<file path="src/rtl/serial_adder_if.sv">
// Request/response bundle for the bit-serial adder: operands and start in,
// busy/done status and the registered result out.
interface serial_adder_if #(
    parameter int WIDTH = 8
);
    logic             start;
    logic [WIDTH-1:0] a;
    logic [WIDTH-1:0] b;
    logic             busy;
    logic             done;
    logic [WIDTH-1:0] sum;
    logic             carry;

    modport master (
        output start, a, b,
        input  busy, done, sum, carry
    );

    modport slave (
        input  start, a, b,
        output busy, done, sum, carry
    );
endinterface

</file>
<file path="src/rtl/serial_adder.sv">
// Bit-serial unsigned adder: one full-adder cell plus a carry flip-flop, fed
// LSB first from two operand shift registers over WIDTH clocks.
module serial_adder #(
    parameter int WIDTH = 8
) (
    input  logic          clk,
    input  logic          rst,
    serial_adder_if.slave bus
);
    localparam int CNT_W = $clog2(WIDTH) + 1;

    if (WIDTH < 2 || WIDTH > 32) begin : g_bad_width
        $error("serial_adder: WIDTH must be within 2..32");
    end

    typedef enum logic [1:0] {
        IDLE = 2'd0,
        RUN  = 2'd1,
        DONE = 2'd2
    } state_t;

    state_t           state_q, state_d;
    logic [WIDTH-1:0] a_q, a_d;
    logic [WIDTH-1:0] b_q, b_d;
    logic [WIDTH-1:0] sum_q, sum_d;
    logic             carry_q, carry_d;
    logic             busy_q, busy_d;
    logic             done_q, done_d;
    logic [CNT_W-1:0] cnt_q, cnt_d;
    logic             last_bit;

    function automatic logic fa_sum(input logic x, input logic y, input logic ci);
        return x ^ y ^ ci;
    endfunction

    function automatic logic fa_carry(input logic x, input logic y, input logic ci);
        return (x & y) | (ci & (x ^ y));
    endfunction

    always_ff @(posedge clk or posedge rst) begin
        if (rst) begin
            state_q <= IDLE;
            a_q     <= '0;
            b_q     <= '0;
            sum_q   <= '0;
            carry_q <= 1'b0;
            busy_q  <= 1'b0;
            done_q  <= 1'b0;
            cnt_q   <= '0;
        end else begin
            state_q <= state_d;
            a_q     <= a_d;
            b_q     <= b_d;
            sum_q   <= sum_d;
            carry_q <= carry_d;
            busy_q  <= busy_d;
            done_q  <= done_d;
            cnt_q   <= cnt_d;
        end
    end

    always_comb begin
        state_d  = state_q;
        a_d      = a_q;
        b_d      = b_q;
        sum_d    = sum_q;
        carry_d  = carry_q;
        busy_d   = busy_q;
        done_d   = 1'b0;
        cnt_d    = cnt_q;
        last_bit = (cnt_q == CNT_W'(WIDTH - 1));

        case (state_q)
            // DONE accepts a new request exactly like IDLE, giving back-to-back operation
            IDLE, DONE: begin
                state_d = IDLE;
                busy_d  = 1'b0;
                if (bus.start) begin
                    state_d = RUN;
                    a_d     = bus.a;
                    b_d     = bus.b;
                    carry_d = 1'b0;
                    cnt_d   = '0;
                    busy_d  = 1'b1;
                end
            end
            RUN: begin
                sum_d   = {fa_sum(a_q[0], b_q[0], carry_q), sum_q[WIDTH-1:1]};
                carry_d = fa_carry(a_q[0], b_q[0], carry_q);
                a_d     = a_q >> 1;
                b_d     = b_q >> 1;
                cnt_d   = cnt_q + CNT_W'(1);
                if (last_bit) begin
                    state_d = DONE;
                    busy_d  = 1'b0;
                    done_d  = 1'b1;
                end
            end
            default: begin
                state_d = IDLE;
                busy_d  = 1'b0;
            end
        endcase
    end

    assign bus.busy  = busy_q;
    assign bus.done  = done_q;
    assign bus.sum   = sum_q;
    assign bus.carry = carry_q;
endmodule
</file>
<file path="src/flat_wrapper.sv">
// flat-port wrapper written by rule: the top's interface ports become plain ports
module serial_adder_flat 
#(
    parameter int WIDTH = 8
)
  (clk, rst, bus_start, bus_a, bus_b, bus_busy, bus_done, bus_sum, bus_carry);
  serial_adder_if #(.WIDTH(WIDTH)) bus_i ();
  input  logic clk;
  input  logic rst;
  input wire logic [$bits(bus_i.start)-1:0] bus_start;
  input wire logic [$bits(bus_i.a)-1:0] bus_a;
  input wire logic [$bits(bus_i.b)-1:0] bus_b;
  output wire logic [$bits(bus_i.busy)-1:0] bus_busy;
  output wire logic [$bits(bus_i.done)-1:0] bus_done;
  output wire logic [$bits(bus_i.sum)-1:0] bus_sum;
  output wire logic [$bits(bus_i.carry)-1:0] bus_carry;
  assign bus_i.start = bus_start;
  assign bus_i.a = bus_a;
  assign bus_i.b = bus_b;
  assign bus_busy = bus_i.busy;
  assign bus_done = bus_i.done;
  assign bus_sum = bus_i.sum;
  assign bus_carry = bus_i.carry;
  serial_adder #(.WIDTH(WIDTH)) u_core (.clk(clk), .rst(rst), .bus(bus_i));
endmodule
</file>
<file path="config.mk">
export PLATFORM = sky130hd
export DESIGN_NAME = serial_adder_flat
export DESIGN_NICKNAME = d
export VERILOG_FILES = /design/src/rtl/serial_adder_if.sv /design/src/rtl/serial_adder.sv /design/src/flat_wrapper.sv
export SDC_FILE = /design/constraint.sdc
export NUM_CORES = 1
export LEC_CHECK = 0
export CORE_UTILIZATION = 45
export DETAILED_ROUTE_END_ITERATION = 7
export GPL_TIMING_DRIVEN = 1
export PLACE_DENSITY_LB_ADDON = 0.05
export SKIP_CTS_REPAIR_TIMING = 1
export SLEW_MARGIN = 20
export SYNTH_ARGS = -nofsm -noshare
export SYNTH_HDL_FRONTEND = slang
export SYNTH_SLANG_ARGS = --single-unit
</file>
<file path="constraint.sdc">
create_clock -name clk -period 3.6 [get_ports clk]
set_input_delay 0.9 -clock clk [delete_from_list [all_inputs] [get_ports clk]]
set_output_delay 0.9 -clock clk [all_outputs]
set_load 0.005 [all_outputs]
</file>
==> metrics.txt <==
commonest non-fill, non-tap cell in the layout=dfrtp_1; clock sink count=33; Critical Path Sink Type=output pin; Die Height=58.5 um; row cnt=20; area fraction of the dominant cell type after synthesis=57.5%; Finished Layout Cells=193; WS Path Type=flip-flop to output pin; ratio of cells with drive above 1 in the final layout=8.05%; fin crit share=59.0%; setup tns final=0 ns; synth top area cells=dfrtp_1, a22o_1, a21o_1; initial antenna violation count=0; synth-to-layout area growth=22.9%; Internal=937 uW; Worst-Margin Slew=0.733 ns; Mapped Area=1440 um2; Crit Path Max Fanout=3; post-layout min period=2.12 ns; nets=169; status=finished clean; post-synthesis register bit count=33; share of power burned in registers=43.8%; PwrDens=807 nW/um2; first-pass GRT wire length=4.16 mm; CTS Buf Count=5; clock network fraction of total power=13.4%; Final Cell Area=1770 um2; met1 usage=21.0%; final hold vios=0; Die W=58.5 um; CP Buf/Inv Count=1; I/O Buffers=29; Placed Cells=185; DP Wirelength=1.52 mm; synthesized net count=139; Pleak=0.000885 uW; starting density of the core=47.4%; Synth cell types=26; most frequent cells in the layout=dfrtp_1, clkdlybuf4s50_1, nand2_1; Total GRT Usage=16.8%; Mean Syn Cell Area=12.2 um2; combinational power share=42.8%; CTS tree=done; Net Sw Power=488 uW; crit-path max cell delay=0.51 ns; 1st-iter DRT viols=58; gr busiest metal=met2; Worst setup SP type=flip-flop; Synth area leader=dfrtp_1; # setup viols final=0; sequential share of the synthesized area=57.5%; DRC violations left=0; CTS clk-pin slew, worst paths=0.09 ns; Ys Warns=0; FMAX=0.471 GHz; fillers=269; clock latency at the later pin of the worst-skew pair=0.33 ns; max-slew violation count=0; Vias per Instance=5.02; Congestion Overflow GR=0; Cell Area, Placed=1720 um2; die area=3420 um2; largest net degree at the start of global routing=34; maximum clock path buffer count=2; Final Skew=0.00244 ns; worst hold slack=0.480 ns; wire per inst=12.1 um; Max Cap Violations=0; critical path required time=2.70 ns; area of the core=3030 um2; post-route ant nets=0; 1st-pass router iterations=4; CP top delay family=buffers and inverters; via count=968; Max rail drop VDD=322 uV; H-Tree Depth=2; critical-path cell list=clkdlybuf4s50_1; CTS root buf=clkbuf_4; slew margin rel.=51.0%; arrival time worst endpoint=1.22 ns; final weighted congestion in routability-driven placement=0.633; IO Pins=30; Cells after Synth=118; Hold Path Class=flip-flop to flip-flop; RSZ-0062 raised after global routing=false; vias in the first global route=917; ANT cells=0; M2 GR Usage=25.6%; Slowest-stage cell, CP=clkdlybuf4s50_1; Net Sw Frac=34.2%; met3 Use GR=6.59%; post-detailed-routing wire length=2.33 mm
==> cell usage after synthesis <==
cell type and count:
buf_4 1, a31o_1 1, nor3_2 2, nand3b_1 1
a21o_1 13, nand2_1 23, inv_1 4, buf_8 1
o2bb2ai_1 1, a221o_1 2, a22o_1 15, nand2b_1 2
o21ai_0 1, dfrtp_1 33, mux2_2 1, buf_2 1
ha_1 1, buf_6 4, mux2i_1 2, nand4_1 1
and2b_4 1, fa_1 1, nor2_1 3, nor2_4 1
nor2b_4 1, xnor2_1 1
==> kinds of logic (layout without fill, tap and decap cells) <==
logic type,Yosys count,count (layout),share of synthesized area [%]
adder cells (fa/ha/maj),2,2,2.26
XOR/XNOR,1,1,0.610
AND/OR/NAND/NOR,35,35,12.5
AO/OA/AOI/OAI,33,33,18.9
flip-flops,33,33,57.5
multiplexers,3,3,2.18
buffers and inverters,11,42,6.10
==> layer usage <==
| layer | share of wire, % | up-vias |
|---|---|---|
| li1 | - | 468 |
| met1 | 47 | 469 |
| met2 | 46 | 26 |
| met3 | 5.4 | 5 |
| met4 | 2.1 | 0 |
| met5 | 0 | - |
==> power by group through the flow <==
stage          Combinational [uW]  Sequential [uW]  Clock [uW]
2_1_floorplan                 485              620           0
3_3_place_gp                  604              628           0
3_5_place_dp                  622              632           0
4_1_cts                       621              626         203
5_1_grt                       689              649         220
6_report                      609              624         191
==> stage by stage <==
| stage | utilization, % | setup slack [ns] | total power (uW) |
|---|---|---|---|
| after global routing | 58.3 | 1.40 | 1560 |
| final | 58.3 | 1.48 | 1420 |
| after detailed placement | 56.7 | 1.37 | 1250 |
| after CTS | 58.3 | 1.44 | 1450 |
| after global placement | 56.7 | 1.40 | 1230 |
| after floorplan | - | 1.97 | 1100 |
==> path summary, 6_finish.rpt <==
kind,start,to,slack [ns],cells past startpoint
worst max-delay path,u_core.bus.carry$_DFFE_PP0P_,bus_carry,1.48,1
worst min register to register,u_core.bus.sum[0]$_DFFE_PP0P_,u_core.bus.sum[0]$_DFFE_PP0P_,0.48,2
worst max register to register,u_core.state_q[1]$_DFFE_PP0P_,u_core.b_q[5]$_DFFE_PP0P_,2.04,3
worst min-delay path,u_core.bus.sum[0]$_DFFE_PP0P_,u_core.bus.sum[0]$_DFFE_PP0P_,0.48,2
max in group asynchronous,rst,u_core.b_q[7]$_DFFE_PP0P_,2.36,3
min in group asynchronous,rst,u_core.a_q[1]$_DFFE_PP0P_,0.95,3
==> registers in the layout, summed over array words and instances, names as in the netlist <==
name              cells
u_core.a_q            8
u_core.b_q            8
u_core.bus.carry      1
u_core.bus.busy       1
u_core.bus.sum        8
u_core.cnt_q          4
u_core.state_q        2
u_core.bus.done       1
==> cell type report <==
type | instances | area, um2 | share of cell area, %
multi-input cells | 74 | 523 | 29.6
repair buffers | 30 | 298 | 16.9
well taps | 44 | 55.1 | 3.12
inverters | 4 | 15.0 | 0.850
flip-flops and latches | 33 | 826 | 46.8
clock buffers | 8 | 48.8 | 2.76
(Power assumes the default switching activity.)
